## src/rtl/billiard_pkg.sv

```systemverilog
// billiard_pkg: shared types and helpers for the billiard ball event blocks
package billiard_pkg;
  typedef logic [2:0] hole_num_t;
  localparam int        NUM_HOLES = 6;
  localparam hole_num_t HOLE_NONE = 3'd0;
  typedef enum logic [1:0] {
    S_MOVING,
    S_SETTLING,
    S_STOPPED,
    S_POCKETED
  } ball_evt_state_t;
  function automatic logic [7:0] sat_inc8(input logic [7:0] v);
    return (v == 8'hFF) ? v : v + 8'd1;
  endfunction
endpackage

```

## src/rtl/frame_overlap_counter.sv

```systemverilog
// frame_overlap_counter: saturating per-frame pixel coincidence counter with first-hit index capture
// Ports: clk, resetN (async, active-low); i_sof frame start pulse; i_clr clears the count;
//        i_hit coincidence on the current pixel; i_idx index owning that pixel;
//        o_cnt coincidences so far this frame; o_idx index of the first coincidence.
module frame_overlap_counter
  import billiard_pkg::*;
(
  input  logic       clk,
  input  logic       resetN,
  input  logic       i_sof,
  input  logic       i_clr,
  input  logic       i_hit,
  input  hole_num_t  i_idx,
  output logic [7:0] o_cnt,
  output hole_num_t  o_idx
);
  logic [7:0] r_cnt;
  hole_num_t  r_idx;
  // A pixel coincident with i_sof already belongs to the new frame.
  always_ff @(posedge clk or negedge resetN)
    if (!resetN) begin
      r_cnt <= 8'd0;
      r_idx <= HOLE_NONE;
    end else if (i_clr) begin
      r_cnt <= 8'd0;
      r_idx <= HOLE_NONE;
    end else if (i_sof) begin
      r_cnt <= {7'd0, i_hit};
      r_idx <= i_hit ? i_idx : HOLE_NONE;
    end else if (i_hit) begin
      r_cnt <= sat_inc8(r_cnt);
      r_idx <= (r_cnt == 8'd0) ? i_idx : r_idx;
    end
  assign o_cnt = r_cnt;
  assign o_idx = r_idx;
endmodule

```

## src/rtl/ball_event_detector.sv

```systemverilog
// ball_event_detector: per-ball stop / pocket event source for game_controller
// Ports: clk, resetN (async, active-low); startOfFrame, enterPressed one-cycle pulses;
//        ballShow ball visible; speedX/speedY signed velocity; ballDR/holeDR/holeNumPix
//        per-pixel overlap inputs; ballStopped rest level; ballHoleHit one-cycle pocket
//        pulse; ballHoleNum hole of the last pocket event.
module ball_event_detector
  import billiard_pkg::*;
#(
  parameter int SPEED_W     = 10,
  parameter int STOP_FRAMES = 4,
  parameter int OVERLAP_MIN = 8
) (
  input  logic                      clk,
  input  logic                      resetN,
  input  logic                      startOfFrame,
  input  logic                      enterPressed,
  input  logic                      ballShow,
  input  logic signed [SPEED_W-1:0] speedX,
  input  logic signed [SPEED_W-1:0] speedY,
  input  logic                      ballDR,
  input  logic                      holeDR,
  input  hole_num_t                 holeNumPix,
  output logic                      ballStopped,
  output logic                      ballHoleHit,
  output hole_num_t                 ballHoleNum
);
  localparam logic [3:0] STOP_N  = 4'(STOP_FRAMES);
  localparam logic [7:0] OVL_MIN = 8'(OVERLAP_MIN);
  ball_evt_state_t r_state, w_nxt_state;
  logic [3:0]      r_still, w_nxt_still, w_still_inc;
  logic            r_show_d, r_stopped, r_hit;
  hole_num_t       r_num, w_cap;
  logic [7:0]      w_cnt;
  logic            w_rise, w_live, w_zero, w_pocket;
  assign w_rise      = ballShow && !r_show_d;
  assign w_live      = r_state != S_POCKETED;
  assign w_zero      = (speedX == '0) && (speedY == '0);
  assign w_still_inc = r_still + 4'd1;
  frame_overlap_counter u_ovl (
    .clk   (clk),
    .resetN(resetN),
    .i_sof (startOfFrame),
    .i_clr (w_rise),
    .i_hit (ballDR && holeDR),
    .i_idx (holeNumPix),
    .o_cnt (w_cnt),
    .o_idx (w_cap)
  );
  // Priority: re-show leaves pocket, then hidden, then pocket, then shot, then speed rules.
  // A shot beats a coincident stop evaluation but not a coincident pocket.
  always_comb begin
    w_nxt_state = r_state;
    w_nxt_still = r_still;
    w_pocket    = 1'b0;
    if (w_rise && !w_live) begin
      w_nxt_state = S_STOPPED;
      w_nxt_still = STOP_N;
    end else if (startOfFrame && !ballShow) begin
      w_nxt_state = S_POCKETED;
    end else if (startOfFrame && w_live && w_cnt >= OVL_MIN) begin
      w_nxt_state = S_POCKETED;
      w_pocket    = 1'b1;
    end else if (w_live && (enterPressed || (startOfFrame && !w_zero))) begin
      w_nxt_state = S_MOVING;
      w_nxt_still = 4'd0;
    end else if (startOfFrame && r_state == S_MOVING) begin
      w_nxt_still = 4'd1;
      w_nxt_state = (STOP_N == 4'd1) ? S_STOPPED : S_SETTLING;
    end else if (startOfFrame && r_state == S_SETTLING) begin
      w_nxt_still = w_still_inc;
      w_nxt_state = (w_still_inc == STOP_N) ? S_STOPPED : S_SETTLING;
    end
  end
  always_ff @(posedge clk or negedge resetN)
    if (!resetN) begin
      r_state   <= S_STOPPED;
      r_still   <= STOP_N;
      r_show_d  <= 1'b1;
      r_stopped <= 1'b1;
      r_hit     <= 1'b0;
      r_num     <= HOLE_NONE;
    end else begin
      r_state   <= w_nxt_state;
      r_still   <= w_nxt_still;
      r_show_d  <= ballShow;
      r_stopped <= w_nxt_state == S_STOPPED;
      r_hit     <= w_pocket;
      r_num     <= w_pocket ? w_cap : r_num;
    end
  assign ballStopped = r_stopped;
  assign ballHoleHit = r_hit;
  assign ballHoleNum = r_num;
endmodule

```

## config.mk

```make
export PLATFORM = sky130hd
export DESIGN_NAME = ball_event_detector
export DESIGN_NICKNAME = d
export VERILOG_FILES = /design/src/rtl/billiard_pkg.sv /design/src/rtl/frame_overlap_counter.sv /design/src/rtl/ball_event_detector.sv
export SDC_FILE = /design/constraint.sdc
export NUM_CORES = 1
export LEC_CHECK = 0
export CORE_ASPECT_RATIO = 0.5
export CORE_MARGIN = 2
export CORE_UTILIZATION = 48
export CTS_CLUSTER_SIZE = 30
export DETAILED_ROUTE_END_ITERATION = 8
export PLACE_DENSITY = 0.79
export SKIP_LAST_GASP = 1
export SLEW_MARGIN = 20
export SYNTH_ARGS = -nofsm -noshare
export SYNTH_HDL_FRONTEND = slang
export SYNTH_SLANG_ARGS = --single-unit
export TNS_END_PERCENT = 20
```

## constraint.sdc

```tcl
create_clock -name clk -period 2.12 [get_ports clk]
set_input_delay 0.424 -clock clk [delete_from_list [all_inputs] [get_ports clk]]
set_output_delay 0.424 -clock clk [all_outputs]
set_load 0.005 [all_outputs]
```

# Yosys cells after proc, flatten, opt, wreduce, memory -nomap -nowiden
# Cells that the tools add are included.
dict set report word_totals {
  reg_bits 23
  latchBits 0
  ram_bits 0
  mem_bits_ro 0
  inputBits 30
  out_inout_bits 5
  elab_cells 70
  memories 0
}
dict set report op_classes {
  add_sub_neg 2
  multipliers 0
  n_div 0
  n_lt_le_gt_ge 1
  eq_ne 8
  n_shift 0
  muxes 25
  bitwise 0
  reduce_logical 26
}
# op n
set op_table {}
lappend op_table {{8-bit two-way mux} 4}
lappend op_table {{4-bit two-way mux} 6}
lappend op_table {{10-bit logical NOT} 2}
lappend op_table {{3-bit two-way mux} 5}
lappend op_table {{2-bit two-way mux} 7}
lappend op_table {{1-bit logical AND} 11}
lappend op_table {{8-bit by 1-bit adder with 8-bit output (second input constant)} 1}
lappend op_table {{8-bit equality test (second input constant)} 1}
lappend op_table {{8-bit by 4-bit greater-or-equal comparator with 1-bit output (second input constant)} 1}
lappend op_table {{8-bit logical NOT} 1}
lappend op_table {{2-bit != test (second input constant)} 3}
lappend op_table {{3-bit nonzero test} 2}
lappend op_table {{4-bit by 1-bit adder with 4-bit output (second input constant)} 1}
lappend op_table {{4-bit by 3-bit equality test with 1-bit output (second input constant)} 1}
lappend op_table {{1-bit logical NOT} 4}
lappend op_table {{2-bit AND reduction} 2}
lappend op_table {{4-bit nonzero test} 1}
lappend op_table {{1-bit two-way mux} 3}
lappend op_table {{3-bit != test (second input constant)} 1}
lappend op_table {{3-bit AND reduction} 1}
lappend op_table {{2-bit by 1-bit equality test with 1-bit output (second input constant)} 1}
lappend op_table {{2-bit equality test (second input constant)} 1}
lappend op_table {{2-bit logical NOT} 1}
lappend op_table {{1-bit logical OR} 1}

# Longest topological paths before layout
# Gate-level depths: netlist of the first run.
dict set report logic_depth {
  depth_word 11
  depth_mapped 6
  depth_no_buf 6
}

# Hierarchy
# From an unflattened synthesis of the first run, not the netlist that was laid out.
dict set report hier_totals {
  hier_cells 141
  area_unflattened_um2 1428.9
}
# mod instances cells_each area_each_um2
set modules_own_cells {}
lappend modules_own_cells {ball_event_detector 1 74 745.7}
lappend modules_own_cells {frame_overlap_counter 1 67 683.2}

# Worst setup path after synthesis of the first run
# No wires, ideal clock.
dict set report synth_path {
  path_kind {reg2reg}
  from {reg u_ovl.r_cnt[6] (netlist: u_ovl.o_cnt[6])}
  to {reg u_ovl.r_idx[2] (netlist: u_ovl.o_idx[2])}
  setup_ns 0.120
  arrival_ns 1.574
  t_required_ns 2.000
  path_slack_ns 0.426
  stages_incl_launch_ff 6
  synth_period_minus_slack_ns 1.694
  cell_sequence {dfrtp_1 > or3_4 > nor3_1 > a21o_1 > mux2i_1 > nor2b_1}
}
dict set report synth_via {
  elab_chain_len 3
}
# element line
set synth_rtl {}
lappend synth_rtl {{start, declared} frame_overlap_counter.sv:17} ;# logic [7:0] r_cnt;
lappend synth_rtl {{start signal, assigned} frame_overlap_counter.sv:28} ;# r_cnt <= {7'd0, i_hit};
lappend synth_rtl {{start signal, assigned} frame_overlap_counter.sv:31} ;# r_cnt <= sat_inc8(r_cnt);
lappend synth_rtl {{8-bit logical NOT} frame_overlap_counter.sv:32} ;# r_idx <= (r_cnt == 8'd0) ? i_idx : r_idx;
lappend synth_rtl {{3-bit nonzero test (no source line)} --}
lappend synth_rtl {{2-bit AND reduction (no source line)} --}
lappend synth_rtl {{end signal, assigned} frame_overlap_counter.sv:29} ;# r_idx <= i_hit ? i_idx : HOLE_NONE;
lappend synth_rtl {{end signal, assigned} frame_overlap_counter.sv:32}
lappend synth_rtl {{end, declared} frame_overlap_counter.sv:18} ;# hole_num_t r_idx;
# Every way passes these cells.
# A chain may end at the register's enable or synchronous reset.

# Final worst setup path of the first run
dict set report layout_path {
  from {in ballShow}
  to {reg r_still[2]}
}
dict set report layout_via {
  elab_chain_len 4
}
# element line
set layout_rtl {}
lappend layout_rtl {{start, declared} ball_event_detector.sv:17} ;# input logic ballShow,
lappend layout_rtl {{1-bit logical AND / 1-bit logical NOT (equally long branches)} {ball_event_detector.sv:35, ball_event_detector.sv:58}}
lappend layout_rtl {{1-bit logical AND (on tied branches)} {ball_event_detector.sv:55, ball_event_detector.sv:58}}
lappend layout_rtl {{4-bit nonzero test (no source line) / 2-bit != test (equally long branches)} --}
lappend layout_rtl {{3-bit AND reduction (no source line)} --}
lappend layout_rtl {{end signal, assigned} ball_event_detector.sv:84} ;# r_still <= w_nxt_still;
lappend layout_rtl {{end, declared} ball_event_detector.sv:30} ;# logic [3:0] r_still, w_nxt_still, w_still_inc;
# Parallel ways exist; a longest one is shown, timed or not.

==> results summary, run 1 <==
The ratio of cells with drive above 1 in the final layout is 17.0%. The area occupied by multi-input gates is 716 µm². The total global-route track usage came out at 21.5%. After clock tree synthesis, the repair step resized 0 gates. The number of search-and-repair iterations in the first detailed-routing pass came out at 4.

The number of warnings printed during yosys synthesis is 0. STA classifies the critical path endpoint as a flop. The number of port buffers came out at 34.

The number of clock sinks came out at 23. The synthesized netlist net count came out at 174. The die outline height came out at 41.1 µm. For the worst-skew pair, the clock arrives at the later sink with an insertion delay of 0.26 ns.

The TritonCTS clock tree is built. The portion of synthesized cell area occupied by the leading cell type came out at 36.0%. In this run the standard cell core region covers 2600 µm². Hold repair after CTS inserted 0 buffers.

The worst reg-to-reg setup slack is 0.24 ns. The register area share after synthesis is 44.0%. The relative slew slack came out at 73.7%.

After synthesis, the most frequently instantiated cells are dfrtp_1, nand3_1, nand2_1, nor2_1. Once detail routing completed, the nets flagged for antenna violations numbered 0. Yosys mapped the design onto 42 distinct sky130hd cell types.

The final-stage net count is 223. Cells fill 71.1% of the core in the end. The number of H-tree branching levels is 1. The minimum clock period after layout came out at 1.88 ns.

The area growth from synthesis to final layout came out at 40.1%. The total via count after detailed routing is 1231. The number of antenna violations at the first check in global routing came out at 0.

The routed via count divided by cell count is 5.47. The share of the clock period used by the worst path after layout came out at 88.7%. The die width came out at 78.2 µm. The highest clock rate is 532 MHz. For this run, design rule violations remaining after detail routing come to 0.

In this run the worst hold path is classified as reg -> reg. The number of max-capacitance violations reported came out at 0. The first global-routing pass estimated 5230 µm of wire. STA classifies the critical path startpoint as an input port. Once placement finished, the instance area stood at 1790 µm². The number of fill cells is 195. The number of cells on the worst reg-to-reg path came out at 6. After clock tree synthesis, the clock-pin slew on the worst setup and hold paths is 0.08 ns. The maximum clock skew at final layout is 0.00335 ns. The final-report hold violation count came to 0.

The type of the setup path with the least slack is in -> reg. The startpoint identified for the worst hold timing path is ballHoleNum[2]. The I/O pin count is 35. The beginning of the worst register-to-register path is u_ovl.o_cnt[6]. In the synthesized netlist, the number of instances is 140. Setup slack on the critical path of the routed design comes to 0.241 ns. Setup repair after global routing left no endpoint under its margin. For hold timing, the worst endpoint is ballHoleNum[2]. The total wire length came out at 3130 µm. For this run the aggregate overflow at the end of global routing stands at 0. The worst register-to-register path ends at r_still[2]. The reported leakage power came out at 0.761 nW. By area the synthesized netlist is led by dfrtp_1, dfstp_2, nand3_1. Once layout is complete, the cells apart from fillers number 225. After routing the design area is 1850 µm². The floorplan die area is 3210 µm². In this run the power density over the cells is 538 nW/µm².

The final weighted congestion in routability-driven placement came out at 0.866. The flip-flop and latch area came out at 581 µm². The critical path starts at ballShow. The total clock buffers created by CTS is 3.

Counting instances, the worst hold path has a depth of 1. Of all nets on the critical path, the largest fanout is 4. Summed over all nets, the half-perimeter wirelength after detailed placement is 2440 µm. Among all flip-flop cells after synthesis, the most frequent one is dfrtp_1. Once the clock tree was built, the setup fixing pass inserted 0 buffers. The number of setup violations in the final report is 0. The synthesized design spends more area on one cell type than any other, namely dfrtp_1. The number of placed cells counting well taps came out at 221. The via count of the first global-routing pass came out at 1158.

Timing analysis after detailed placement gives a worst setup slack of -0.0865 ns. The slew at the pin closest to its max-slew limit came out at 0.389 ns. No sink is reached through more buffers than the 2 on the longest clock path. The root buffer cell chosen for the clock tree is clkbuf_8. After the first detailed-routing iteration, the DRC count stood at 44. The floorplan has 13 rows.

The starting density of the core is 50.7%. The detail-routed net length per standard cell is 13.9 µm. Counting flops with a built-in enable in the synthesized netlist gives 0. The fraction of synthesis flops using an asynchronous set or reset pin is 100%. The post-synthesis average cell area is 9.43 µm².

Across the VDD grid, the largest voltage drop is 0.000464 V. The required time reported for the critical path endpoint came out at 2.30 ns. In the post-synthesis netlist, the cell with the most instances is dfrtp_1. The final number of max-transition violations is 0. The post-synthesis cell area came out at 1320 µm². Synthesis inferred 23 register bits.

The number of inserted diodes came out at 0. The run finished with clean final reports. The worst endpoint data arrival time came out at 2.06 ns. The largest net degree at the start of global routing came out at 24.
-- kinds of logic after synthesis --
logic type | count (synthesis) | share of synthesized area [%]
AO/OA/AOI/OAI | 27 | 15.4
XOR/XNOR | 5 | 3.32
adder cells (fa/ha/maj) | 4 | 3.79
buffers and inverters | 9 | 2.65
flip-flops | 23 | 44.0
multiplexers | 5 | 4.08
AND/OR/NAND/NOR | 67 | 26.8
-- power breakdown --
group          switching [mW]  internal, mW
registers              0.0355         0.474
logic                  0.0930         0.123
clock network           0.139         0.131
total                   0.267         0.728
-- metrics by stage --
| stage | power [mW] | setup TNS, ns | hold WS (ns) |
|---|---|---|---|
| floorplan | 0.609 | 0 | 0.128 |
| global placement | 0.721 | 0 | 0.489 |
| detailed placement | 0.728 | -0.180 | 0.494 |
| CTS | 0.998 | 0 | 0.513 |
| global route | 1.05 | 0 | 0.535 |
| finish | 0.995 | 0 | 0.507 |
-- state kept, by name (all words and copies together) (netlist names) --
signal and count:
u_ovl.o_cnt 8, ballStopped 1, r_state 2, ballHoleHit 1, ballHoleNum 3, r_still 4
u_ovl.o_idx 3, r_show_d 1
-- critical path: stages --
cell	delay, ns
clkdlybuf4s50_1	0.48
or3b_4	0.39
o211ai_4	0.24
mux2i_1	0.11
and4_4	0.19
a211oi_1	0.22
-- layout make-up --
cell class              instances  share of cell area [%]
well taps                      37                    2.50
clock inverters                 1                   0.271
inverters                       6                    1.22
multi-input cells             108                    38.7
flip-flops and latches         23                    31.4
repair buffers                 47                    23.7
clock buffers                   3                    2.23
-- metal layers --
layer	global-route usage, %	share of wire, %	vias up	wire length, µm
met5	0	0	-	0
met4	5.26	0.80	0	25
met3	5.51	4.2	4	130
met2	40.1	48	35	1500
met1	26.3	47	579	1470
li1	-	-	613	-
-- placed cells by master, fill, tap and decap left out, drive strengths merged, types with 2 or more instances in the layout --
cell	instances
xnor2	3
and3	2
clkbuf	3
o211ai	2
mux2	3
a211oi	2
and2	2
nor2	12
a21oi	5
nand4	3
a31oi	2
nor3	6
buf	13
ha	4
clkdlybuf4s50	34
nand2	12
or3	2
inv	6
dfrtp	19
o21ai	5
nand3	13
mux2i	2
dfstp	4
nor4	5
xor2	2
nor2b	5
o31ai	2
-- worst max path at each step --
stage	end	slack [ns]	depth (start not counted)
6_report	r_still[2]	0.24	6
5_1_grt	r_still[3]	0.10	6
4_1_cts	r_still[3]	0.19	6
3_5_place_dp	r_still[3]	-0.09	6
3_3_place_gp	r_still[2]	0.01	6
2_1_floorplan	u_ovl.o_idx[2]	0.43	5
(Power assumes the default switching activity.)
==> run 2: changes to the inputs <==
- CELL_PAD_IN_SITES_DETAIL_PLACEMENT: not set -> 0
- CELL_PAD_IN_SITES_GLOBAL_PLACEMENT: not set -> 1
- CORE_UTILIZATION: 48 -> 36
- PLACE_DENSITY: 0.79 -> 0.81
- clock period: 2.12 -> 1.75 ns (I/O delays scaled with it)
==> results summary, run 2 (synthesis gave the netlist of run 1 again) <==
The power density relative to cell area is 614 nW/µm² (+14%). The highest clock rate is 552 MHz. The switching part of the total power came out at 27.2% (+0.36 points).

TritonCTS built the clock tree. The setup path with the least slack is of type in -> reg. The number of buffer and inverter stages on the critical path was 2 (+1). The number of DRC violations after detailed routing is 0 (unchanged). The nature of the critical path startpoint is an input port. The critical path's largest stage delay is 0.43 ns (-0.05 ns). The placed wire-length estimate after detailed placement came out at 2530 µm (+3.6%). The combinational power share was 25.9% (+4.2 points).

The part of the power in registers is 48.4% (-2.8 points). The required time reported for the critical path endpoint is 1.95 ns (-0.35 ns). On the critical path, the stage with the largest delay is an instance of clkdlybuf4s50_1. The met1 global-route usage came out at 22.6% (-3.7 points). The clock transition at the register clock pins on the worst setup and hold paths after CTS is 0.08 ns (about the same). The reported leakage power is 0.892 nW (+17%). The switching power came to 0.343 mW (+28%). In the finished design, the share of the clock period the worst path needs comes to 104%. The I/O pin count came out at 35 (unchanged).

The path class of the lowest-slack min-delay path is in -> reg. The clock network latency to the later pin of the worst-skew pair came out at 0.26 ns (about the same). The total via count after detailed routing is 1310 (+6.4%). The internal power summed over all cells came out at 0.917 mW (+26%). Setup repair after global routing could not meet its margin everywhere. The hold buffer count at CTS came out at 0 (unchanged).

The final weighted congestion in routability-driven placement came out at 0.843 (-2.7%). The total clock buffers created by CTS was 3 (unchanged). The ratio of cells with drive above 1 in the final layout came out at 26.1% (+9.1 points). The starting density of the core was 38.0% (-13 points).

The CTS root buffer is clkbuf_8. The number of standard-cell rows in the floorplan is 15 (+2). The maximum clock path buffer count came out at 2 (unchanged). The final reports fail on setup timing.

The library cell used most frequently in the layout, excluding fill and tap cells, is clkdlybuf4s50_1. The area growth from synthesis to final layout is 55.5%. The slew at the pin closest to its max-slew limit is 0.361 ns (-0.0288 ns).

The total wire length is 3580 µm (+15%). The overall overflow remaining after global route was 0 (unchanged). The run finished, with violations left. The number of fill cells came out at 314 (+61%). The core footprint is 3470 µm² (+33%).

Traced cell by cell, the critical path runs through clkdlybuf4s50_1 > nor4_2 > nand4_1 > o221a_4 > buf_6 > a21oi_2 > a32o_1. The number of inserted diodes came out at 0 (unchanged). The number of H-tree branching levels came out at 1 (unchanged). The number of antenna violations at the first check in global routing was 0 (unchanged).

The largest net degree at the start of global routing is 24 (unchanged). The residual antenna-violating net count after detailed routing was 0 (unchanged). The met3 usage in global routing was 4.39% (-1.1 points). The number of search-and-repair iterations in the first detailed-routing pass was 4 (unchanged). The accumulated negative setup slack is -0.140 ns (-0.140 ns). The number of clock sinks came to 23 (unchanged).

The final-stage net count was 238 (+6.7%). The cell type group with the largest total delay on the critical path is compound AO/OA/AOI/OAI gates. The final number of max-transition violations came to 0 (unchanged).

The die outline height came out at 46.8 µm (+14%). The number of port buffers is 34 (unchanged). The most used routing layer is met2. The relative slew slack is 75.9% (+2.2 points). The routed via count divided by cell count is 5.16 (-5.7%). The flip-flop count of the largest register, all copies and words added was 8 (unchanged). The number of setup violations in the final report is 3 (+3). The final critical-path setup slack came to -0.0619 ns (-0.303 ns). The total global-route track usage came out at 18.1% (-3.4 points). The detail-routed net length per standard cell is 14.1 µm (+1.4%). The portion of total power attributed to the clock network is 25.7% (-1.4 points). The number of placed cells counting well taps came out at 248 (+12%). The number of cells in the finished layout apart from fillers came out at 254 (+13%). The maximum clock skew at final layout came out at 0.00466 ns (+0.00131 ns). The number of max-capacitance violations reported came out at 0 (unchanged). The global routing met2 resource utilization came out at 31.6% (-8.5 points).

The top cell types in the final layout, fill and taps aside, are clkdlybuf4s50_1, buf_4, dfrtp_1. The top fanout value on the critical path was 4 (unchanged). The number of DRC markers after the initial detailed-route iteration came out at 40 (-9.1%). The worst supply voltage drop on vdd is 0.000338 V (-27%). The floorplan die area came out at 4200 µm² (+31%). The die width was 89.6 µm (+15%). The endpoint kind of the worst setup timing path is a flop.

The final-report hold violation count is 0 (unchanged). The via count of the first global-routing pass came to 1250 (+7.9%). The minimum clock period after layout came out at 1.81 ns. The worst endpoint data arrival time came to 2.01 ns (-0.05 ns).

The first-pass GRT wire length came out at 5580 µm (+6.7%).
==> run 2: worst paths after layout <==
path | cells past startpoint | end | slack [ns] | from
worst max-delay path | 7 | r_still[3] | -0.06 | speedY[2]
worst min-delay path | 2 | r_show_d | 0.37 | ballShow
worst max register to register | 6 | ballHoleNum[0] | 0.07 | u_ovl.o_cnt[3]
worst min register to register | 1 | ballHoleNum[2] | 0.51 | ballHoleNum[2]
max in group asynchronous | 2 | r_still[2] | 1.04 | resetN
min in group asynchronous | 2 | ballHoleNum[1] | 0.44 | resetN
==> run 2: area by class of cell <==
type | instances | area (µm²) | area share, %
Clock buffer | 4 | 45.0 | 2.20
Timing Repair Buffer | 62 | 567 | 27.6
Sequential cell | 23 | 581 | 28.3
Multi-Input combinational cell | 108 | 773 | 37.7
Tap cell | 51 | 63.8 | 3.11
Inverter | 6 | 22.5 | 1.10
==> run 2: layer usage <==
layer,up-vias,part of all wire (%)
met5,-,0
met4,0,1.3
met3,4,4.6
met2,29,48
met1,630,46
li1,647,-
==> run 2: metrics by stage <==
step / hold WS, ns / worst slack, ns / total power [mW] / utilization, % / instance area [µm²]
floorplan: 0.0544 / 0.0557 / 0.737 / - / 1320
detailed placement: 0.498 / -0.374 / 0.905 / 54.9 / 1910
finish: 0.375 / -0.0619 / 1.26 / 59.1 / 2050
CTS: 0.435 / -0.0134 / 1.25 / 57.1 / 1980
global placement: 0.490 / -0.336 / 0.902 / 54.9 / 1910
global route: 0.375 / -0.123 / 1.33 / 59.1 / 2050
==> run 2: power groups by stage <==
stage	Sequential, mW	Clock [mW]	Combinational [mW]
2_1_floorplan	0.608	0	0.129
3_3_place_gp	0.617	0	0.285
3_5_place_dp	0.618	0	0.287
4_1_cts	0.608	0.343	0.300
5_1_grt	0.615	0.357	0.354
6_report	0.609	0.324	0.326
==> run 2: timing repair <==
item                                    4_1_cts  5_1_grt
setup buffers                                 2        0
endpoints found under the setup margin        4        9
resized for setup                             3       14
pin swaps                                     2        7
